### src/rtl/viterbi_pkg.sv
// ----------------------------------------------------------------------------
// viterbi_pkg
// Shared types and constants for the K=3 Viterbi decoder control path.
//   vit_state_t  : frame sequencer states
//   VIT_MAX_LEN  : default maximum frame length in symbols
// ----------------------------------------------------------------------------
package viterbi_pkg;

    typedef enum logic [2:0] {
        IDLE,
        FWD,
        FLUSH,
        TRACE,
        DRAIN,
        OUT
    } vit_state_t;

    localparam int VIT_MAX_LEN = 256;

endpackage

### src/rtl/viterbi_addr_cnt.sv
// ----------------------------------------------------------------------------
// viterbi_addr_cnt
// ADDR_W-bit address counter with synchronous load, increment, decrement and
// hold. Priority: load > increment > decrement > hold.
// Ports:
//   clk, rst_n : clock, asynchronous active-low reset (clears to 0)
//   ld, ld_val : load ld_val on the next edge
//   inc, dec   : count up / down by one
//   cnt        : current counter value
// ----------------------------------------------------------------------------
module viterbi_addr_cnt #(
    parameter int ADDR_W = 8
) (
    input  logic              clk,
    input  logic              rst_n,
    input  logic              ld,
    input  logic [ADDR_W-1:0] ld_val,
    input  logic              inc,
    input  logic              dec,
    output logic [ADDR_W-1:0] cnt
);

    always_ff @(posedge clk or negedge rst_n) begin
        if (!rst_n) begin
            cnt <= '0;
        end else if (ld) begin
            cnt <= ld_val;
        end else if (inc) begin
            cnt <= cnt + ADDR_W'(1);
        end else if (dec) begin
            cnt <= cnt - ADDR_W'(1);
        end
    end

endmodule

### src/rtl/viterbi_ctrl.sv
// ----------------------------------------------------------------------------
// viterbi_ctrl
// Frame sequencer for the K=3 Viterbi decoder datapath. Accepts received
// symbol pairs, enables BMC/ACS one symbol per cycle, writes survivors,
// runs traceback after the frame ends and streams the decoded bits out in
// forward order. Pure control; no metric arithmetic.
// Ports:
//   clk, rst_n                 : clock, asynchronous active-low reset
//   in_valid/in_last/in_ready  : input symbol handshake
//   acs_en, acs_init           : ACS update strobe / use initial metrics
//   mem_wr_en, mem_wr_addr     : survivor-memory write port
//   mem_rd_addr                : survivor-memory read address (traceback)
//   tb_start, tb_en            : traceback load-best-state / step-back
//   dec_wr_en, dec_wr_addr     : decoded-bit buffer write port
//   out_valid/out_last/out_ready, out_addr : decoded-bit output handshake
//   len_err                    : pulse when a frame is truncated at MAX_LEN
//   busy                       : any state other than IDLE
// ----------------------------------------------------------------------------
module viterbi_ctrl
    import viterbi_pkg::*;
#(
    parameter int MAX_LEN = VIT_MAX_LEN,
    parameter int ADDR_W  = $clog2(MAX_LEN)
) (
    input  logic              clk,
    input  logic              rst_n,
    input  logic              in_valid,
    input  logic              in_last,
    output logic              in_ready,
    output logic              acs_en,
    output logic              acs_init,
    output logic              mem_wr_en,
    output logic [ADDR_W-1:0] mem_wr_addr,
    output logic [ADDR_W-1:0] mem_rd_addr,
    output logic              tb_start,
    output logic              tb_en,
    output logic              dec_wr_en,
    output logic [ADDR_W-1:0] dec_wr_addr,
    output logic              out_valid,
    output logic              out_last,
    output logic [ADDR_W-1:0] out_addr,
    input  logic              out_ready,
    output logic              len_err,
    output logic              busy
);

    localparam logic [ADDR_W-1:0] CNT_MAX = ADDR_W'(MAX_LEN - 1);

    vit_state_t        state;
    logic              acc;
    logic              at_max;
    logic              last_acc;
    logic              beat;
    logic [ADDR_W-1:0] cnt;
    logic [ADDR_W-1:0] rd_addr;
    logic [ADDR_W-1:0] oaddr;
    // Frame length minus one; avoids an extra bit for len = MAX_LEN.
    logic [ADDR_W-1:0] len_m1;

    logic              wr_vld_p1;
    logic [ADDR_W-1:0] wr_addr_p1;
    logic              dec_vld_p1;
    logic [ADDR_W-1:0] dec_addr_p1;
    logic              tb_start_p1;

    // rst_n is folded in so in_ready is low while reset is asserted.
    assign in_ready = rst_n & ((state == IDLE) | (state == FWD));
    assign acc      = in_valid & in_ready;
    assign at_max   = (cnt == CNT_MAX);
    // in_last at cnt = MAX_LEN-1 is a normal end; only a missing in_last truncates.
    assign last_acc = acc & (in_last | at_max);
    assign len_err  = acc & at_max & ~in_last;

    assign acs_en   = acc;
    assign acs_init = acc & (state == IDLE);

    assign tb_en       = (state == TRACE);
    assign tb_start    = tb_start_p1;
    assign mem_rd_addr = rd_addr;

    assign out_valid = (state == OUT);
    assign out_addr  = oaddr;
    assign out_last  = out_valid & (oaddr == len_m1);
    assign beat      = out_valid & out_ready;

    assign busy = (state != IDLE);

    assign mem_wr_en   = wr_vld_p1;
    assign mem_wr_addr = wr_addr_p1;
    assign dec_wr_en   = dec_vld_p1;
    assign dec_wr_addr = dec_addr_p1;

    // Symbol counter: cleared at the end of each frame so the next starts at 0.
    viterbi_addr_cnt #(.ADDR_W(ADDR_W)) u_fwd_cnt (
        .clk    (clk),
        .rst_n  (rst_n),
        .ld     (last_acc),
        .ld_val ('0),
        .inc    (acc & ~last_acc),
        .dec    (1'b0),
        .cnt    (cnt)
    );

    // Traceback read address: loaded during FLUSH, counts down to 0 in TRACE.
    viterbi_addr_cnt #(.ADDR_W(ADDR_W)) u_rd_cnt (
        .clk    (clk),
        .rst_n  (rst_n),
        .ld     (state == FLUSH),
        .ld_val (len_m1),
        .inc    (1'b0),
        .dec    (tb_en & (rd_addr != '0)),
        .cnt    (rd_addr)
    );

    // Output read address: advances per beat, returns to 0 on the last beat.
    viterbi_addr_cnt #(.ADDR_W(ADDR_W)) u_out_cnt (
        .clk    (clk),
        .rst_n  (rst_n),
        .ld     (beat & out_last),
        .ld_val ('0),
        .inc    (beat & ~out_last),
        .dec    (1'b0),
        .cnt    (oaddr)
    );

    always_ff @(posedge clk or negedge rst_n) begin
        if (!rst_n) begin
            state       <= IDLE;
            len_m1      <= '0;
            wr_vld_p1   <= 1'b0;
            wr_addr_p1  <= '0;
            dec_vld_p1  <= 1'b0;
            dec_addr_p1 <= '0;
            tb_start_p1 <= 1'b0;
        end else begin
            // p0 -> p1: survivor write trails the accepted symbol by one cycle
            wr_vld_p1   <= acc;
            wr_addr_p1  <= cnt;
            // p0 -> p1: decoded write trails the survivor read by one cycle
            dec_vld_p1  <= tb_en;
            dec_addr_p1 <= rd_addr;
            tb_start_p1 <= (state == FLUSH);

            if (last_acc) begin
                len_m1 <= cnt;
            end

            case (state)
                IDLE:    if (acc) state <= last_acc ? FLUSH : FWD;
                FWD:     if (last_acc) state <= FLUSH;
                FLUSH:   state <= TRACE;
                TRACE:   if (rd_addr == '0) state <= DRAIN;
                DRAIN:   state <= OUT;
                OUT:     if (beat & out_last) state <= IDLE;
                default: state <= IDLE;
            endcase
        end
    end

endmodule

### config.mk
export PLATFORM = sky130hd
export DESIGN_NAME = viterbi_ctrl
export DESIGN_NICKNAME = d
export VERILOG_FILES = /design/src/rtl/viterbi_pkg.sv /design/src/rtl/viterbi_addr_cnt.sv /design/src/rtl/viterbi_ctrl.sv
export SDC_FILE = /design/constraint.sdc
export NUM_CORES = 1
export LEC_CHECK = 0
export ABC_AREA = 1
export CAP_MARGIN = 20
export CORE_MARGIN = 3
export CORE_UTILIZATION = 45
export DETAILED_ROUTE_END_ITERATION = 10
export PLACE_DENSITY = 0.7
export SETUP_SLACK_MARGIN = 0.3
export SLEW_MARGIN = 30
export SYNTH_ARGS = -nofsm -noshare
export SYNTH_HDL_FRONTEND = slang
export SYNTH_SLANG_ARGS = --single-unit
### constraint.sdc
create_clock -name clk -period 3.4 [get_ports clk]
set_input_delay 0.68 -clock clk [delete_from_list [all_inputs] [get_ports clk]]
set_output_delay 0.68 -clock clk [all_outputs]
set_load 0.05 [all_outputs]
==> reports/metrics.cfg, run 1 <==
[outcome]
outcome = finished clean

[power_and_ir_drop]
power_uw = 3360
power_density_nw_per_um2 = 1040
ir_drop_mv = 0.534
p_leak_uw = 0.00148

[final_layout]
fill_cells = 467
layout-drive-gt1-share = 0.0855
fin_area_um2 = 3220
areaGrowthSynthToFinish_pct = 25.2
antennaDiodeCount = 0
nets = 359

[die]
dieArea_um2 = 6660
initial_utilization = 0.485
core.rowCount = 26
core-area_um2 = 5300
die_w_um = 81.6
io_pins = 48
die_height_um = 81.6

[place]
place.detailed.hpwl_mm = 4.04
portBuffers = 47
place_congestion = 0.829
pre_cts_slack_ps = 483
post_dp_cell_area_um2 = 3110

[timing]
max-slew-margin-rel = 0.524
slew_violations = 0
worstMarginPinSlew_ps = 710
fin_skew_ps = 6.02
fin_crit_sh = 0.858
hold_viol_final = 0
holdWs_ps = 407
max_freq_ghz = 0.343
setup_viol = 0
grt_setup_unrepaired = false
setup_tns_ps = 0
post-route-min-period_ps = 2920
layout_setup_ws_ps = 481

[detailed_routing]
drtIter0Drc = 165
met1Wirelength_mm = 2.48
wirelength_mm = 5.37
antenna_left = 0
wl_per_cell_um = 12.7
drc = 0
drtPass1Iterations = 4
post_drt_via_cell_ratio = 4.99
dr_wl_met3_um = 255
top_layer_used = met4
vias = 2100
wl_met2_mm = 2.59

[global_route]
gr-total-overflow = 0
grt_pass1_vias = 1907
grt_pass1_wl_mm = 8.70
grt_max_degree = 55
track_usage = 0.169
antenna_found_initial = 0

[yosys]
synth-seq-cells = 54
synthCells = 298
yosys_warnings = 0
synth-edff-count = 0
yosys-top-cells-area = dfrtp_1 53%, nand2_1 9.6%, inv_1 5.3%, o21ai_0 4.5%, nor2_1 4.4%
syn_area_um2 = 2570
synth.distinct_cells = 29
netlist_top_cells_count = 66 x nand2_1, 54 x dfrtp_1, 36 x inv_1, 30 x nor2_1, 23 x o21ai_0
syn_nets = 307
synth_top_area_frac = 0.525
synth_most_common_cell = nand2_1
async_reset_ff_frac = 1.00
yosysTopAreaCell = dfrtp_1
synth_ff_type = dfrtp_1
yosysSeqAreaShare = 0.525
syn_avg_cell_area_um2 = 8.63

[min_path]
min_to = mem_wr_addr[7]
hold_path.class = flop to flop
whs_path_depth = 0
holdCritStartpoint = u_fwd_cnt.cnt[7]

[worst_setup_path]
r2r_slack_ps = 1590
arrival_ps = 2240
crit_path_max_fanout = 10
worstReg2RegStart = u_fwd_cnt.cnt[0]
start_kind = input pin
cp.required_ps = 2720
reg2reg_to = state[0]
worstRegToRegCells = 10
crit_type = input pin to output pin
cp-end-kind = output pin

[clocking]
clock-root-buffer = clkbuf_8
post_cts_buffers = 0
clockBufferDepth = 2
clock-sinks = 54
cts_max_level = 2
ctsResizeCount = 0
clkLatencyLatePin_ps = 290
cts_made_buffers = 5
tritoncts = built
postCtsHoldBufs = 0
clk_pin_slew_worst_paths_ps = 90

[run]
drv_cap = 0

## metrics by stage
stage               utilization  instances
floorplan                     -        298
global placement          0.587        413
detailed placement        0.587        413
CTS                       0.607        421
global route              0.607        421
finish                    0.607        421
## cell families (layout without fill, tap and decap cells)
family / count (synthesis) / count (layout) / share of synthesized area
DFF: 54 / 54 / 0.525
xor gates and xnor gates: 10 / 10 / 0.0340
and+or+nand+nor: 149 / 149 / 0.273
AOI/OAI and AO/OA: 35 / 35 / 0.0754
adders and majority gates: 4 / 4 / 0.0195
buffers and inverters: 46 / 99 / 0.0730
## worst max path at each step
stage          startpoint  endpoint  slack, ps  depth (start not counted)
6_report         in_valid    acs_en        480                          4
5_1_grt          state[0]  out_last        410                          5
4_1_cts          in_valid    acs_en        470                          4
3_5_place_dp     in_valid    acs_en        480                          4
3_3_place_gp     in_valid    acs_en        480                          4
2_1_floorplan    in_valid   len_err        500                          4
## layer usage
layer | global-route usage | vias to the layer above
met5 | 0 | -
met4 | 0.0332 | 0
met3 | 0.0285 | 4
met2 | 0.281 | 57
met1 | 0.234 | 979
li1 | - | 1060
## layout make-up
class	count	area (um^2)	area share
well taps	70	87.6	0.0272
multi-input cells	198	1030	0.321
flip-flops and latches	54	1350	0.420
clock inverters	1	30.0	0.00932
clock buffers	7	76.3	0.0237
repair buffers	48	480	0.149
inverters	43	161	0.0501
## worst max-delay path, cell delays in order
cell	delay (ps)
clkdlybuf4s50_1	460
inv_1	80
nor2_8	190
clkdlybuf4s50_1	830
## power by group
group | internal, uW | total [uW] | switching (uW)
sequential | 874 | 1090 | 220
combinational | 598 | 1850 | 1250
clock | 221 | 416 | 196
## state kept, by name (all words and copies together), names as in the netlist
name,cells
mem_wr_addr,8
u_rd_cnt.cnt,8
u_out_cnt.cnt,8
state,3
dec_wr_en,1
tb_start,1
len_m1,8
mem_wr_en,1
dec_wr_addr,8
u_fwd_cnt.cnt,8
## placed cells by master, fill, tap and decap left out, types with 6 or more instances in the layout
cell	netlist	layout
nand3_1	20	20
dfrtp_1	54	54
xnor2_1	8	8
clkdlybuf4s50_1	0	44
o21ai_0	23	23
inv_2	6	6
nand2_1	66	66
nor3_1	13	13
inv_1	36	36
nor2_1	30	30
No activity file was read; power rests on OpenSTA's default activity.
==> run 2, diff against run 1 <==
--- a/config.mk
+++ b/config.mk
@@ -7,11 +7,13 @@
 export LEC_CHECK = 0
 export ABC_AREA = 1
 export CAP_MARGIN = 20
+export CELL_PAD_IN_SITES_DETAIL_PLACEMENT = 1
+export CELL_PAD_IN_SITES_GLOBAL_PLACEMENT = 2
 export CORE_MARGIN = 3
-export CORE_UTILIZATION = 45
+export CORE_UTILIZATION = 33
 export DETAILED_ROUTE_END_ITERATION = 10
-export PLACE_DENSITY = 0.7
-export SETUP_SLACK_MARGIN = 0.3
+export PLACE_DENSITY_LB_ADDON = 0.1
+export SETUP_SLACK_MARGIN = 0.5
 export SLEW_MARGIN = 30
 export SYNTH_ARGS = -nofsm -noshare
 export SYNTH_HDL_FRONTEND = slang
==> reports/metrics.cfg, run 2 (synthesized netlist as in run 1, its figures left out) <==
[die]
die_w_um = 94.3
core.rowCount = 31
die_height_um = 94.3
io_pins = 48
initial_utilization = 0.347
dieArea_um2 = 8890
core-area_um2 = 7410

[clocking]
cts_made_buffers = 5
clk_pin_slew_worst_paths_ps = 100
clockBufferDepth = 2
cts_max_level = 2
clkLatencyLatePin_ps = 310
clock-root-buffer = clkbuf_8
tritoncts = built
clock-sinks = 54
post_cts_buffers = 0

[final_layout]
final-seq-area_um2 = 1350
antennaDiodeCount = 0
layout_commonest_cell = nand2_1
mostFrequentLayoutCells = 66 x nand2_1, 54 x dfrtp_1, 42 x clkdlybuf4s50_1
multi_input_area_um2 = 1040
layout-drive-gt1-share = 0.0943
fill_cells = 882
areaGrowthSynthToFinish_pct = 27.2
utilization = 0.442
nets = 359

[timing]
holdWs_ps = 418
grt_setup_unrepaired = false
fin_crit_sh = 0.783
fin_skew_ps = 9.53
slew_violations = 0
post-route-min-period_ps = 2660
max-slew-margin-rel = 0.494
worstMarginPinSlew_ps = 754
setup_tns_ps = 0
hold_viol_final = 0
max_freq_ghz = 0.376
setup_viol = 0

[detailed_routing]
post_drt_via_cell_ratio = 4.73
vias = 2124
drtPass1Iterations = 4
wl_per_cell_um = 14.8
drc = 0
drtIter0Drc = 63
wirelength_mm = 6.63
antenna_left = 0

[place]
portBuffers = 47
place_congestion = 0.818
place.detailed.hpwl_mm = 5.02

[power_and_ir_drop]
p_leak_uw = 0.00149
power_density_nw_per_um2 = 1040
ir_drop_mv = 0.471

[worst_setup_path]
start_kind = flop
arrival_ps = 1980
crit_type = flop to output pin
cp-end-kind = output pin
crit_path_max_fanout = 7
cp.required_ps = 2720

[global_route]
grt_pass1_wl_mm = 11.2
track_usage = 0.164
grt_max_degree = 55
gr-total-overflow = 0
grt_pass1_vias = 2181
antenna_found_initial = 0

[outcome]
outcome = finished clean

[min_path]
hold_path.class = flop to flop

[run]
drv_cap = 0

[run 2: path summary, 6_finish.rpt]
check,from,slack (ps),cells past startpoint,endpoint
max,state[0],740,3,out_valid
min,u_fwd_cnt.cnt[7],420,0,mem_wr_addr[7]
max reg2reg,u_fwd_cnt.cnt[0],1470,10,state[0]
min reg2reg,u_fwd_cnt.cnt[7],420,0,mem_wr_addr[7]
max in group asynchronous,rst_n,2360,2,u_rd_cnt.cnt[7]
min in group asynchronous,rst_n,590,2,mem_wr_addr[2]
[run 2: through the flow]
step / setup slack, ps / cells / total power, uW / instance area (um^2)
floorplan: 887 / 298 / 2400 / 2580
global placement: 745 / 442 / 3000 / 3170
detailed placement: 750 / 442 / 3010 / 3170
CTS: 718 / 449 / 3460 / 3270
global route: 622 / 449 / 3680 / 3270
finish: 739 / 449 / 3400 / 3270
[run 2: metal layers]
| layer | GRT usage | vias up | wire length (um) |
|---|---|---|---|
| met4 | 0.0385 | 0 | 69 |
| met1 | 0.223 | 1028 | 3220 |
| met3 | 0.0288 | 6 | 220 |
| met5 | 0 | - | 0 |
| li1 | - | 1053 | - |
| met2 | 0.271 | 37 | 3120 |
[run 2: power breakdown]
group          internal [uW]  switching [uW]  total [uW]  leakage (uW)
Sequential               874             223        1100      0.000701
Clock                    217             212         429     0.0000542
Combinational            603            1270        1880      0.000734
Total                   1690            1710        3400       0.00149
[run 2: repair_timing]
action	4_1_cts	5_1_grt
resized for setup	1	0
hold buffers	0	0
endpoints found under the setup margin	1	0
[run 2: critical path, cell delays in order (launching register included)]
cell and delay (ps):
dfrtp_1 500, nand2_2 120, nor2_4 200, clkdlybuf4s50_1 850
[run 2: area by class of cell]
cell class                      instances  share of cell area
Clock inverter                          2              0.0119
Tap cell                               99              0.0379
Clock buffer                            5              0.0210
Timing Repair Buffer                   48               0.150
Multi-Input combinational cell        198               0.317
Inverter                               43              0.0493
Sequential cell                        54               0.413
==> variant 1, RTL diff (flow settings as in run 2) <==
`wr_addr_p1` and `dec_addr_p1` no longer have a reset.
--- a/src/rtl/viterbi_ctrl.sv
+++ b/src/rtl/viterbi_ctrl.sv
@@ -129,15 +129,11 @@
             len_m1      <= '0;
             wr_vld_p1   <= 1'b0;
-            wr_addr_p1  <= '0;
             dec_vld_p1  <= 1'b0;
-            dec_addr_p1 <= '0;
             tb_start_p1 <= 1'b0;
         end else begin
             // p0 -> p1: survivor write trails the accepted symbol by one cycle
             wr_vld_p1   <= acc;
-            wr_addr_p1  <= cnt;
             // p0 -> p1: decoded write trails the survivor read by one cycle
             dec_vld_p1  <= tb_en;
-            dec_addr_p1 <= rd_addr;
             tb_start_p1 <= (state == FLUSH);
 
@@ -158,4 +154,9 @@
     end
 
+    always_ff @(posedge clk) begin
+        wr_addr_p1  <= cnt;
+        dec_addr_p1 <= rd_addr;
+    end
+
 endmodule
 
Check against the original RTL: differs if rst_n is asserted again (counterexample within 4 cycles, from zero or initial values and one cycle with rst_n low); with rst_n held inactive, the same outputs for 10 cycles.
==> variant 1 against run 2 <==
- final area shrank 2.6%
- largest cell class unchanged
- sequential cell count unchanged
- largest power group unchanged
- critical path depth up 1
- sequential share of layout area fell by 1.4 points
- clock skew fell by 0.0031 ns
- power decreased by 0.43%
- area after synthesis fell by 3.1%
- die area is 2.9% lower
- utilization fell by 0.46 points
- cell count grew 0.22%
- routed wire length grew 0.86%
- worst setup slack got worse by 0.041 ns
- synthesized cell count unchanged
==> variant 1: results (changes against run 2) <==
- End point of the worst hold path: mem_wr_addr[7]
- The share of synthesized flip-flops with an asynchronous set or reset is 70.37% (-30 points).
- The post-route clock skew is 0.006458 ns (-0.003074 ns).
* Synthesized-area fraction occupied by xor and xnor cells: 3.514% (+0.11 points)
- The number of distinct library cells after synthesis was 30 (+3.4%).
- VDD IR-drop max: 0.3775 mV (-20%)
- The largest fanout on the critical path is 6 (-1).
- The transition time at the pin with the least slew margin is 0.6547 ns (-0.09956 ns).
- The global placement routability congestion is 0.8570 (+4.8%).
* Via count: 2,105 (-0.89%)
* Dominant cells by area after synthesis: dfrtp_1, dfxtp_1, nand2_1
* Buffers on Ports: 47 (unchanged)
- The net switching fraction of the power is 50.83% (+0.59 points).
- Layout filler cell count: 920 (+4.3%)
- Ranked by instance count, the synthesized netlist is headed by nand2_1, dfrtp_1, inv_1, nor2_1, o21ai_0.
- Share of synthesized area occupied by flip-flops and latches: 51.00% (-1.5 points)
* Vias in the first global route: 2,180 (-0.046%)
- Fraction of the mapped netlist area in adder cells: 2.008% (+0.063 points)
- WL per Instance: 14.87 µm (+0.64%)
- The pin count of the biggest net entering global routing was 39 (-29%).
- The flow ran to the end, and the final reports show no timing, DRC or antenna violations.
* LEAKAGE: 1.409 nW (-5.4%)
* Final HPWL DP: 5.173 mm (+3.0%)
* Global-route usage over all layers: 16.73% (+0.31 points)
* Worst setup slack after placement: 0.8187 ns (+0.06857 ns)
- First-pass GRT wire length: 11.32 mm (+0.61%)
- The total negative setup slack is 0 ns (unchanged).
-- variant 1: cell types whose count changed after synthesis --
cell / before / now
dfrtp_1: 54 / 38
dfxtp_1: 0 / 16
-- variant 1: cell families after synthesis --
group | count (synthesis)
simple gates | 149
flops | 54
buf+inv | 46
compound gates | 35
xor+xnor | 10
fa+ha+maj | 4
-- variant 1: power by group through the flow --
| stage | Clock [mW] | Sequential, mW | Combinational [mW] |
|---|---|---|---|
| 4_1_cts | 0.431 | 1.11 | 1.90 |
| 2_1_floorplan | 0 | 1.59 | 0.809 |
| 3_5_place_dp | 0 | 1.12 | 1.89 |
| 5_1_grt | 0.462 | 1.14 | 2.04 |
| 3_3_place_gp | 0 | 1.11 | 1.88 |
| 6_report | 0.417 | 1.10 | 1.87 |
-- variant 1: repair_timing --
item	4_1_cts	5_1_grt
hold buffers	0	0
endpoints found under the setup margin	1	0
resized for setup	1	0
-- variant 1: layout make-up --
type | instances | area share, %
Clock buffer | 7 | 3.062
Clock inverter | 1 | 0.2356
Inverter | 43 | 5.065
Multi-Input combinational cell | 198 | 32.59
Sequential cell | 54 | 39.89
Tap cell | 99 | 3.887
Timing Repair Buffer | 48 | 15.27
-- variant 1: worst max-delay path by stage --
stage / start / slack [ns] / endpoint
2_1_floorplan: u_out_cnt.cnt[6] / 0.89 / out_last
3_3_place_gp: in_valid / 0.85 / len_err
3_5_place_dp: in_valid / 0.82 / len_err
4_1_cts: state[2] / 0.67 / tb_en
5_1_grt: state[2] / 0.62 / tb_en
6_report: state[2] / 0.70 / tb_en
-- variant 1: metrics by stage --
stage	instance area, µm²	std cells	util, %	hold WS [ns]
finish	3187	450	43.70	0.4137
floorplan	2497	298	-	0.3672
global route	3187	450	43.70	0.4288
global placement	3083	442	42.28	0.3814
CTS	3187	450	43.70	0.4168
detailed placement	3083	442	42.28	0.3918
-- variant 1: routing by layer --
layer / track usage, % / part of all wire (%) / vias to the layer above
met5: 0 / 0 / -
met4: 3.297 / 0.87 / 0
met3: 3.249 / 3.5 / 5
met2: 27.65 / 47 / 36
met1: 22.81 / 48 / 1011
li1: - / - / 1053
==> variant 2, RTL diff (flow settings as in run 2) <==
Made on the original files. Set the package constant `VIT_MAX_LEN` to 512 (it was 256).
--- a/src/rtl/viterbi_pkg.sv
+++ b/src/rtl/viterbi_pkg.sv
@@ -16,5 +16,5 @@
     } vit_state_t;
 
-    localparam int VIT_MAX_LEN = 256;
+    localparam int VIT_MAX_LEN = 512;
 
 endpackage
Ports: changed (resized dec_wr_addr, mem_rd_addr, mem_wr_addr and out_addr); port bits go from 48 to 52. The function was not compared with the original's and may differ.
==> variant 2 against run 2 <==
- power up 8.8%
- sequential cell count up 6
- synthesized cell count up 9.4%
- routed wire length up 10%
- utilization up 0.50 points
- final area up 13%
- worst setup slack worse by 0.084 ns
- area after synthesis up 9.3%
==> variant 2: results (changes against run 2) <==
- The placed standard-cell area came to 0.003472 mm² (+9.7%).
- Wire length on met1: 3.538 mm (+9.8%)
- Cell count of the worst reg-to-reg path: 11 (+1)
* Power density relative to cell area: 1004 mW/mm² (-3.5%)
* Fraction of area in multi-input gates: 29.61% (-2.1 points)
- The non-clock buffer total of the final layout is 53 (+10%).
* Reg2Reg Launch Point: u_fwd_cnt.cnt[3]
- The internal cell power came to 1.962 mW (+16%).
* Worst path max stage delay: 0.81 ns (-0.04 ns)
* Arrival @ worst endpoint: 2.07 ns (+0.09 ns)
- The count of routing violations after the opening detailed-route iteration is 37 (-41%).
* GR Layer Usage met1: 21.86% (-0.48 points)
* Area of the core region: 0.008258 mm² (+11%)
* First-pass GRT wire length: 12.62 mm (+12%)
- Biggest fanout along the worst timing path: 5 (-2)
- The synthesized instance count came to 326 (+9.4%).
- Clock latency reported for the late side of the worst-skew pair: 0.33 ns (+0.02 ns)
- VDD IR-drop max: 0.2959 mV (-37%)
- The placed wire-length estimate was 5.436 mm (+8.2%).
- The fraction of cell area in non-clock buffers is 14.72% (-0.23 points).
* Share of synthesized area occupied by flip-flops and latches: 53.40% (+0.88 points)
- Routed wire length: 7.294 mm (+10%)
- The flow ran to the end, and the final reports show no timing, DRC or antenna violations.
- Register bit total from synthesis: 60 (+11%)
- The clock network area share is 6.004% (+2.7 points).
* Ratio of cells with drive above 1 in the final layout: 11.25% (+1.8 points)
* Synthesized-area fraction occupied by xor and xnor cells: 1.869% (-1.5 points)
- The cell area after layout came to 0.003689 mm² (+13%).
- Post-synthesis cell type count: 34 (+17%)
- Global-route usage over all layers: 16.27% (-0.15 points)
- The pin count of the biggest net entering global routing came to 62 (+13%).
[variant 2: changes by cell type after synthesis, sizes merged, moves of 2 or more]
cell | run 2 | this run
inv | 42 | 53
nand2 | 70 | 77
nor3 | 14 | 7
a21oi | 5 | 11
dfrtp | 54 | 60
nor2 | 37 | 31
o21ai | 23 | 28
xnor2 | 8 | 4
nand3 | 22 | 24
o221ai | 1 | 3
or2 | 0 | 2
[variant 2: worst min path at each step]
stage                     depth (start not counted)  slack (ns)             end        startpoint
after floorplan                                   0        0.37  mem_wr_addr[7]  u_fwd_cnt.cnt[7]
after global placement                            0        0.38  dec_wr_addr[1]   u_rd_cnt.cnt[1]
after detailed placement                          0        0.40  dec_wr_addr[0]   u_rd_cnt.cnt[0]
after CTS                                         0        0.41  dec_wr_addr[0]   u_rd_cnt.cnt[0]
after global routing                              0        0.42  dec_wr_addr[8]   u_rd_cnt.cnt[8]
final                                             0        0.40  dec_wr_addr[0]   u_rd_cnt.cnt[0]
